$ cat config.mk
export PLATFORM = sky130hd
export DESIGN_NAME = comma_code_tx_flat
export DESIGN_NICKNAME = d
export VERILOG_FILES = /design/src/rtl/comma_code_tx_if.sv /design/src/rtl/comma_code_tx.sv /design/src/flat_wrapper.sv
export SDC_FILE = /design/constraint.sdc
export NUM_CORES = 1
export LEC_CHECK = 0
export CAP_MARGIN = 25
export CORE_ASPECT_RATIO = 1.4
export CORE_MARGIN = 3
export CORE_UTILIZATION = 49
export DETAILED_ROUTE_END_ITERATION = 8
export DONT_BUFFER_PORTS = 1
export PLACE_DENSITY_LB_ADDON = 0.2
export SYNTH_ARGS = -nofsm -noshare
export SYNTH_HDL_FRONTEND = slang
export SYNTH_SLANG_ARGS = --single-unit
export TNS_END_PERCENT = 30
$ cat constraint.sdc
create_clock -name trigger -period 2.4 [get_ports trigger]
set_input_delay 0.48 -clock trigger [delete_from_list [all_inputs] [get_ports trigger]]
set_output_delay 0.48 -clock trigger [all_outputs]
set_load 0.01 [all_outputs]
$ cat src/rtl/comma_code_tx_if.sv
// Bundles the index handshake and the serial/parallel output signals
// of the comma-code transmitter.
// master: the surrounding logic (drives the index, observes the outputs).
// slave:  the transmitter itself.
interface comma_code_tx_if #(
  parameter int word_size  = 16,
  parameter int index_size = 4
);
  logic [index_size-1:0] index_in;
  logic                  index_valid;
  logic                  index_ready;
  logic                  serial_out;
  logic                  serial_valid;
  logic [word_size-1:0]  word_out;
  logic                  word_valid;
  logic                  err_out;
  logic                  busy;

  modport master (
    output index_in, index_valid,
    input  index_ready, serial_out, serial_valid, word_out, word_valid, err_out, busy
  );

  modport slave (
    input  index_in, index_valid,
    output index_ready, serial_out, serial_valid, word_out, word_valid, err_out, busy
  );
endinterface

$ cat src/rtl/comma_code_tx.sv
// Comma-code transmitter: sends index n as n zero bits followed by a single
// comma bit, and presents the one-hot parallel word (bit n set) with the comma.
module comma_code_tx #(
  parameter int word_size  = 16,
  parameter int index_size = 4
) (
  input  logic             trigger,
  input  logic             reset,
  comma_code_tx_if.slave   bus
);

  localparam logic [1:0] IDLE  = 2'd0;
  localparam logic [1:0] ZERO  = 2'd1;
  localparam logic [1:0] COMMA = 2'd2;

  // word_size always fits in index_size+1 bits because 2**index_size >= word_size
  localparam logic [index_size:0] word_size_w = (index_size + 1)'(word_size);

  logic [1:0]            state_reg, state_next;
  logic [index_size-1:0] cnt_reg, cnt_next;
  logic [index_size-1:0] idx_reg, idx_next;
  logic                  err_next;
  logic [word_size-1:0]  onehot_next;

  logic                  serial_out_reg;
  logic                  serial_valid_reg;
  logic [word_size-1:0]  word_out_reg;
  logic                  word_valid_reg;
  logic                  err_reg;
  logic                  busy_reg;

  logic                  transfer;
  logic                  idx_oob;

  // New index can be taken while idle or while the comma of the previous
  // symbol is on the line, so symbols chain without a gap.
  assign bus.index_ready = (state_reg == IDLE) || (state_reg == COMMA);
  assign transfer        = bus.index_valid && bus.index_ready;
  assign idx_oob         = {1'b0, bus.index_in} >= word_size_w;

  // Next-state, counter and captured-index logic.
  always_comb begin
    state_next = state_reg;
    cnt_next   = cnt_reg;
    idx_next   = idx_reg;
    err_next   = 1'b0;
    case (state_reg)
      ZERO: begin
        // Counter is loaded with n-1, so reaching 0 means the last zero bit
        // is on the line now.
        if (cnt_reg == '0) begin
          state_next = COMMA;
        end else begin
          cnt_next = cnt_reg - 1'b1;
        end
      end
      IDLE, COMMA: begin
        state_next = IDLE;
        if (transfer) begin
          idx_next = bus.index_in;
          if (idx_oob) begin
            err_next = 1'b1;
          end else if (bus.index_in == '0) begin
            state_next = COMMA;
          end else begin
            state_next = ZERO;
            cnt_next   = bus.index_in - 1'b1;
          end
        end
      end
      default: state_next = IDLE;
    endcase
  end

  // One-hot image of the index entering the comma cycle; bits above
  // word_size simply do not exist, which truncates the shift.
  generate
    for (genvar gi = 0; gi < word_size; gi++) begin : g_onehot
      assign onehot_next[gi] = (idx_next == index_size'(gi));
    end
  endgenerate

  // State, counter and index registers.
  always_ff @(posedge trigger or posedge reset) begin
    if (reset) begin
      state_reg <= IDLE;
      cnt_reg   <= '0;
      idx_reg   <= '0;
    end else begin
      state_reg <= state_next;
      cnt_reg   <= cnt_next;
      idx_reg   <= idx_next;
    end
  end

  // Outputs are registered from the next state so they line up with the
  // state they describe; word_out only changes on a comma cycle.
  always_ff @(posedge trigger or posedge reset) begin
    if (reset) begin
      serial_out_reg   <= 1'b0;
      serial_valid_reg <= 1'b0;
      word_out_reg     <= '0;
      word_valid_reg   <= 1'b0;
      err_reg          <= 1'b0;
      busy_reg         <= 1'b0;
    end else begin
      serial_out_reg   <= (state_next == COMMA);
      serial_valid_reg <= (state_next != IDLE);
      word_valid_reg   <= (state_next == COMMA);
      err_reg          <= err_next;
      busy_reg         <= (state_next != IDLE);
      if (state_next == COMMA) begin
        word_out_reg <= onehot_next;
      end
    end
  end

  assign bus.serial_out   = serial_out_reg;
  assign bus.serial_valid = serial_valid_reg;
  assign bus.word_out     = word_out_reg;
  assign bus.word_valid   = word_valid_reg;
  assign bus.err_out      = err_reg;
  assign bus.busy         = busy_reg;

endmodule

$ cat src/flat_wrapper.sv
// flat-port wrapper written by rule: the top's interface ports become plain ports
module comma_code_tx_flat 
#(
  parameter int word_size  = 16,
  parameter int index_size = 4
)
  (trigger, reset, bus_index_in, bus_index_valid, bus_index_ready, bus_serial_out, bus_serial_valid, bus_word_out, bus_word_valid, bus_err_out, bus_busy);
  comma_code_tx_if #(.word_size(word_size), .index_size(index_size)) bus_i ();
  input  logic trigger;
  input  logic reset;
  input wire logic [$bits(bus_i.index_in)-1:0] bus_index_in;
  input wire logic [$bits(bus_i.index_valid)-1:0] bus_index_valid;
  output wire logic [$bits(bus_i.index_ready)-1:0] bus_index_ready;
  output wire logic [$bits(bus_i.serial_out)-1:0] bus_serial_out;
  output wire logic [$bits(bus_i.serial_valid)-1:0] bus_serial_valid;
  output wire logic [$bits(bus_i.word_out)-1:0] bus_word_out;
  output wire logic [$bits(bus_i.word_valid)-1:0] bus_word_valid;
  output wire logic [$bits(bus_i.err_out)-1:0] bus_err_out;
  output wire logic [$bits(bus_i.busy)-1:0] bus_busy;
  assign bus_i.index_in = bus_index_in;
  assign bus_i.index_valid = bus_index_valid;
  assign bus_index_ready = bus_i.index_ready;
  assign bus_serial_out = bus_i.serial_out;
  assign bus_serial_valid = bus_i.serial_valid;
  assign bus_word_out = bus_i.word_out;
  assign bus_word_valid = bus_i.word_valid;
  assign bus_err_out = bus_i.err_out;
  assign bus_busy = bus_i.busy;
  comma_code_tx #(.word_size(word_size), .index_size(index_size)) u_core (.trigger(trigger), .reset(reset), .bus(bus_i));
endmodule
==> summary.md, run 1 <==
| Metric | Value |
|---|---|
| Post-route clock period utilization | `0.852` |
| Design area | `1510 µm²` |
| Net Sw Power | `683 µW` |
| Final-report setup violation count | `0` |
| Worst VDD drop | `542 µV` |
| Vias post-DR | `932` |
| Finished Layout Cells | `between 150 and 200` |
| P_int | `between 1 and 1.5 mW` |
| Vias in the first global route | `972` |
| Drt initial violations | `13` |
| WHS | `around 0.28 ns` |
| Most frequent cells in the layout | `dfrtp_1, nor2_1, inv_1, mux2_2` |
| Avg Vias per Cell | `5.68` |
| Commonest non-fill, non-tap cell in the layout | `dfrtp_1` |
| Logic pwr share | `0.352` |
| Effective utilization at floorplan | `0.529` |
| Final antenna diode count | `0` |
| First-pass GRT wire length | `4770 µm` |
| Buffer count from post-CTS setup fixing | `0` |
| Max FFs per register | `16` |
| Worst Hold Class | `input port to flip-flop` |
| Core area | `2730 µm²` |
| Largest net degree at the start of global routing | `28` |
| TritonCTS Buffers | `3` |
| Static Leak | `0.732 nW` |
| Setup TNS | `0 ns` |
| Wirelength, routed | `2780 µm` |
| Fmax | `roughly 0.5 GHz` |
| Final critical-path required period | `2.04 ns` |
| Element type at the critical path end | `flip-flop` |
| Pre-antenna DRT Iters | `4` |
| Sequential Power Share | `0.481` |
| Syn-to-layout area delta | `4.95%` |
| Register area share after synthesis | `0.486` |
| FF-to-FF Start | `u_core.state_reg[0]` |
| Crit path arrival time | `2.27 ns` |
| Slew Limit Fails | `0` |
| Slew headroom | `0.663` |
| #FFs+latches synth | `28` |
| Initial antenna violation count | `0` |
| Clock root cell | `clkbuf_4` |
| Sinks on Clock Net | `28` |
| RSZ-0062 raised after global routing | `no` |
| CTS Buffer Depth | `2` |
| Cell Pwr Density | `roughly 1200 nW/µm²` |
| Clk_skew | `around 0.0056 ns` |
| Switching part of the total | `0.376` |
| Max Cap Viol | `0` |
| YS warnings | `0` |
| Total GRT Usage | `0.172` |
| Detailed Place HPWL | `2080 µm` |
| Crit Path Class | `flip-flop to flip-flop` |
| Count of cell types in the netlist | `31` |
| CTS clock-pin slew for the worst setup and hold paths | `0.15 ns` |
| Required @ worst endpoint | `2.62 ns` |
| Remaining antenna violation count | `0` |
| Worst min-delay path startpoint | `bus_index_in[2]` |
| Worst skew pair latency | `~0.32 ns` |
| Worst slew pin tran | `0.505 ns` |
| Die width | `51.8 µm` |
| IO buf count | `0` |
| Final hold violations | `0` |
| Mapped Area | `1440 µm²` |
| Final layout net count | `roughly 140` |
| Avg Inst Size Synth | `about 11 µm²` |
| CTS tree | `built` |
| Worst Setup Start Kind | `flip-flop` |
| Worst setup startpoint | `u_core.state_reg[0]` |
| Synthesized net count | `roughly 140` |
| H-tree levels | `1` |
| Status | `completed` |
| IO Pins | `29` |
| Dpl cells | `around 160` |
| Clock power share | `0.167` |
| Placed cell area | `~1400 µm²` |
| Max FO, Critical Path | `12` |
| Gpl congestion | `0.838` |
| Avg WL per Cell | `16.9 µm` |
| Synth Instances | `131` |
| Post-route DRC | `0` |
| Die H | `70.2 µm` |
| Overflow after GRT | `0` |
| Layout cell share with drive strength beyond 1 | `0.234` |
| Die area | `approximately 3600 µm²` |
| Core Rows | `22` |
-- logic make-up after synthesis --
| family | share of synthesized area |
|---|---|
| other cells | 0.00260 |
| mux | 0.168 |
| buf+inv | 0.0694 |
| flops | 0.486 |
| compound gates | 0.0885 |
| fa+ha+maj | 0.00868 |
| simple gates | 0.177 |
-- per-stage QoR --
stage | utilization | power (mW) | setup WS, ns
after CTS | 0.550 | 1.83 | 0.293
after detailed placement | 0.527 | 1.52 | 0.295
final | 0.555 | 1.82 | 0.356
after global routing | 0.555 | 1.97 | 0.208
after global placement | 0.527 | 1.50 | 0.361
after floorplan | - | 1.39 | 0.571
-- power groups by stage --
stage	Clock, mW	Sequential, mW	Combinational, mW
2_1_floorplan	0	0.826	0.566
3_5_place_dp	0	0.890	0.635
4_1_cts	0.314	0.879	0.638
3_3_place_gp	0	0.879	0.617
6_report	0.304	0.874	0.640
5_1_grt	0.338	0.902	0.729
-- area by class of cell --
type | instances | area [µm²]
clock inverters | 1 | 30.0
flip-flops and latches | 28 | 701
multi-input cells | 83 | 641
well taps | 36 | 45.0
clock buffers | 3 | 22.5
inverters | 9 | 33.8
repair buffers | 4 | 40.0
fillers | 254 | 1210
-- synth_stat cells --
library cell | n | share of area
a211oi_1 | 1 | 0.0052
ha_1 | 1 | 0.0087
nor4b_1 | 2 | 0.012
nand2_1 | 6 | 0.016
buf_6 | 1 | 0.0078
mux2_2 | 9 | 0.070
nor2_1 | 18 | 0.047
a21oi_1 | 2 | 0.0069
mux2i_1 | 2 | 0.014
nor3_1 | 2 | 0.0069
nor4_1 | 2 | 0.0087
nand2b_1 | 2 | 0.0087
buf_4 | 4 | 0.021
a2bb2oi_2 | 1 | 0.010
nor4_4 | 1 | 0.015
nand2b_2 | 1 | 0.0061
dfrtp_1 | 28 | 0.49
clkbuf_1 | 4 | 0.010
conb_1 | 1 | 0.0026
nor4bb_1 | 2 | 0.014
a31oi_1 | 8 | 0.035
and4bb_2 | 2 | 0.017
nor2b_1 | 1 | 0.0043
inv_1 | 9 | 0.023
o22ai_1 | 2 | 0.0087
or4_4 | 1 | 0.0078
mux2_4 | 8 | 0.083
buf_2 | 2 | 0.0069
and4b_1 | 2 | 0.014
o21ai_0 | 5 | 0.017
o211ai_1 | 1 | 0.0052
-- path summary, 6_finish.rpt --
| check | to | slack (ns) | depth (start not counted) |
|---|---|---|---|
| setup / recovery | u_core.bus.word_out[14] | 0.36 | 5 |
| hold / removal | u_core.idx_reg[2] | 0.28 | 2 |
| setup reg to reg | u_core.bus.word_out[14] | 0.36 | 5 |
| hold reg to reg | u_core.cnt_reg[3] | 0.60 | 2 |
| max in group asynchronous | u_core.bus.word_out[6] | 1.48 | 3 |
| min in group asynchronous | u_core.bus.serial_out | 0.41 | 2 |
-- worst max-delay path: stages, from the launching register on --
cell and delay (ns):
dfrtp_1 0.50, buf_4 0.20, nand2b_1 0.34, a31oi_1 0.51, nor2_1 0.10, mux2_4 0.28
-- metal layers --
metal	GRT usage	wire, µm	vias up
met5	0	0	-
li1	-	-	453
met1	0.209	1090	456
met4	0.0554	27	0
met3	0.0448	150	4
met2	0.287	1510	19
-- timing repair --
action | 4_1_cts | 5_1_grt
hold endpoints to repair | 1 | 0
gates resized for setup | 0 | 0
hold buffers | 1 | 0
Note: power is estimated with default switching activity, not from simulation.
==> run 2, diff against run 1 <==
--- a/config.mk
+++ b/config.mk
@@ -8,7 +8,7 @@
 export CAP_MARGIN = 25
 export CORE_ASPECT_RATIO = 1.4
 export CORE_MARGIN = 3
-export CORE_UTILIZATION = 49
+export CORE_UTILIZATION = 35
 export DETAILED_ROUTE_END_ITERATION = 8
 export DONT_BUFFER_PORTS = 1
 export PLACE_DENSITY_LB_ADDON = 0.2
==> summary.md, run 2 (synthesized netlist as in run 1, its figures left out) <==
| Metric | Value |
|---|---|
| P_int | `1.11 mW (was 1.13 mW)` |
| Critical path's slowest cell | `a31oi_1 (unchanged)` |
| Final Util | `0.383 (was 0.555)` |
| Max Cap Viol | `0 (unchanged)` |
| CTS tree | `built (unchanged)` |
| Core area | `3950 µm² (was 2730 µm²)` |
| Worst VDD drop | `549 µV (was 542 µV)` |
| Static Leak | `0.729 nW (was 0.732 nW)` |
| Effective utilization at floorplan | `0.365 (was 0.529)` |
| Final critical-path required period | `1.88 ns (was 2.04 ns)` |
| Final antenna diode count | `0 (unchanged)` |
| Clk_skew | `0.00253 ns (was 0.00556 ns)` |
| Placed cell area | `1440 µm² (about the same)` |
| Worst Setup Start Kind | `flip-flop (unchanged)` |
| Avg Vias per Cell | `5.61 (was 5.68)` |
| Vias in the first global route | `973 (was 972)` |
| Hold-fix buffers, CTS | `0 (was 1)` |
| Net Sw Power | `692 µW (was 683 µW)` |
| Post-route DRC | `0 (unchanged)` |
| Setup TNS | `0 ns (unchanged)` |
| CTS Buffer Depth | `2 (unchanged)` |
| Remaining antenna violation count | `0 (unchanged)` |
| Initial antenna violation count | `0 (unchanged)` |
| # resized after CTS | `0 (unchanged)` |
| Drt initial violations | `20 (was 13)` |
| Final hold violations | `0 (unchanged)` |
| Most frequent cells in the layout | `dfrtp_1, nor2_1, inv_1, mux2_2 (unchanged)` |
| IO buf count | `0 (unchanged)` |
| CTS clock-pin slew for the worst setup and hold paths | `0.09 ns (was 0.15 ns)` |
| Clock power share | `0.161 (was 0.167)` |
| H-tree levels | `1 (unchanged)` |
| Sinks on Clock Net | `28 (unchanged)` |
| Layout cell share with drive strength beyond 1 | `0.236 (was 0.234)` |
| Commonest non-fill, non-tap cell in the layout | `dfrtp_1 (unchanged)` |
| Worst Hold Class | `input port to async pin (was input port to flip-flop)` |
| Vias post-DR | `954 (was 932)` |
| Avg WL per Cell | `17.0 µm (was 16.9 µm)` |
| FF-to-FF Start | `u_core.state_reg[0] (unchanged)` |
| Max FFs per register | `16 (unchanged)` |
| Worst skew pair latency | `0.27 ns (was 0.32 ns)` |
| RSZ-0062 raised after global routing | `no (unchanged)` |
| Max FO, Critical Path | `12 (unchanged)` |
| Cell Pwr Density | `1190 nW/µm² (was 1200 nW/µm²)` |
| Total power | `1.80 mW (was 1.82 mW)` |
| Wirelength, routed | `2890 µm (was 2780 µm)` |
| Overflow after GRT | `0 (unchanged)` |
| Worst slew pin tran | `0.507 ns (was 0.505 ns)` |
| Required @ worst endpoint | `2.57 ns (was 2.62 ns)` |
| Clock root cell | `clkbuf_8 (was clkbuf_4)` |
| Die H | `81.9 µm (was 70.2 µm)` |
| Slew headroom | `0.661 (was 0.663)` |
| Total GRT Usage | `0.130 (was 0.172)` |
| Syn-to-layout area delta | `5.03% (was 4.95%)` |
| Post-route clock period utilization | `0.782 (was 0.852)` |
| Critical path cell sequence | `nand2b_1 -> a31oi_1 -> nor2_1 -> mux2_4 (was buf_4 -> nand2b_1 -> a31oi_1 -> nor2_1 -> mux2_4)` |
| Largest net degree at the start of global routing | `29 (was 28)` |
| Slew Limit Fails | `0 (unchanged)` |
| Element type at the critical path end | `flip-flop (unchanged)` |
| Fmax | `0.533 GHz (was 0.489 GHz)` |
| Sequential Power Share | `0.486 (was 0.481)` |
| TritonCTS Buffers | `3 (unchanged)` |
| IO Pins | `29 (unchanged)` |
| Crit path arrival time | `2.04 ns (was 2.27 ns)` |
| Crit Path Class | `flip-flop to flip-flop (unchanged)` |
| Pre-antenna DRT Iters | `4 (unchanged)` |
| Gpl congestion | `0.733 (was 0.838)` |
| Logic pwr share | `0.353 (was 0.352)` |
| Buffer count from post-CTS setup fixing | `0 (unchanged)` |
| Worst setup startpoint | `u_core.state_reg[0] (unchanged)` |
| Final layout net count | `136 (was 137)` |
| Core Rows | `27 (was 22)` |
| Status | `completed (unchanged)` |
| Die area | `4940 µm² (was 3640 µm²)` |
| Design area | `1510 µm² (about the same)` |
| Detailed Place HPWL | `2150 µm (was 2080 µm)` |
| Die width | `60.2 µm (was 51.8 µm)` |
| Max incr delay on CP | `0.51 ns (about the same)` |
| Final-report setup violation count | `0 (unchanged)` |
| First-pass GRT wire length | `4770 µm (about the same)` |
| Switching part of the total | `0.383 (was 0.376)` |
-- run 2: cell types whose count changed in the layout (fill, tap and decap cells not counted) --
cell	before	now
clkbuf_8	0	4
dlygate4sd3_1	1	0
clkbuf_4	3	0
bufinv_16	1	0
-- run 2: power groups by stage --
stage                     registers, mW  logic, mW  clock network, mW
after global placement            0.884      0.620                  0
after detailed placement          0.889      0.641                  0
after floorplan                   0.826      0.566                  0
after global routing              0.914      0.717              0.311
final                             0.877      0.638              0.290
after CTS                         0.880      0.641              0.303
-- run 2: layout make-up --
cell class / count / area, µm²
timing repair buffer: 3 / 30.0
clock buffer: 4 / 55.1
fill: 390 / 2440
sequential: 28 / 701
multi-input combinational: 83 / 641
inverter: 9 / 33.8
tap: 43 / 53.8
-- run 2: stage by stage --
step	setup WS (ns)	instances	hold WS, ns
6_report	0.523	170	0.153
3_3_place_gp	0.335	165	0.456
3_5_place_dp	0.282	165	0.463
5_1_grt	0.400	170	0.180
4_1_cts	0.260	169	0.161
2_1_floorplan	0.571	131	0.506
-- run 2: final timing paths --
| check | to | slack [ns] | cells after the start |
|---|---|---|---|
| max in group asynchronous | u_core.idx_reg[2] | 1.99 | 2 |
| setup / recovery | u_core.bus.word_out[13] | 0.52 | 4 |
| hold reg to reg | u_core.bus.word_out[5] | 0.59 | 1 |
| hold / removal | u_core.cnt_reg[3] | 0.15 | 2 |
| min in group trigger | u_core.idx_reg[2] | 0.33 | 2 |
| setup reg to reg | u_core.bus.word_out[13] | 0.52 | 4 |
-- run 2: layer usage --
layer	routed length, µm	global-route usage
met1	1250	0.159
met2	1440	0.210
met3	181	0.0377
met4	24	0.0532
met5	0	0
-- run 2: critical path: cells and delay by family, from the launching register on --
family | cells | cell delay (ns)
flip-flops | 1 | 0.49
AO/OA/AOI/OAI | 1 | 0.51
AND/OR/NAND/NOR | 2 | 0.50
multiplexers | 1 | 0.28
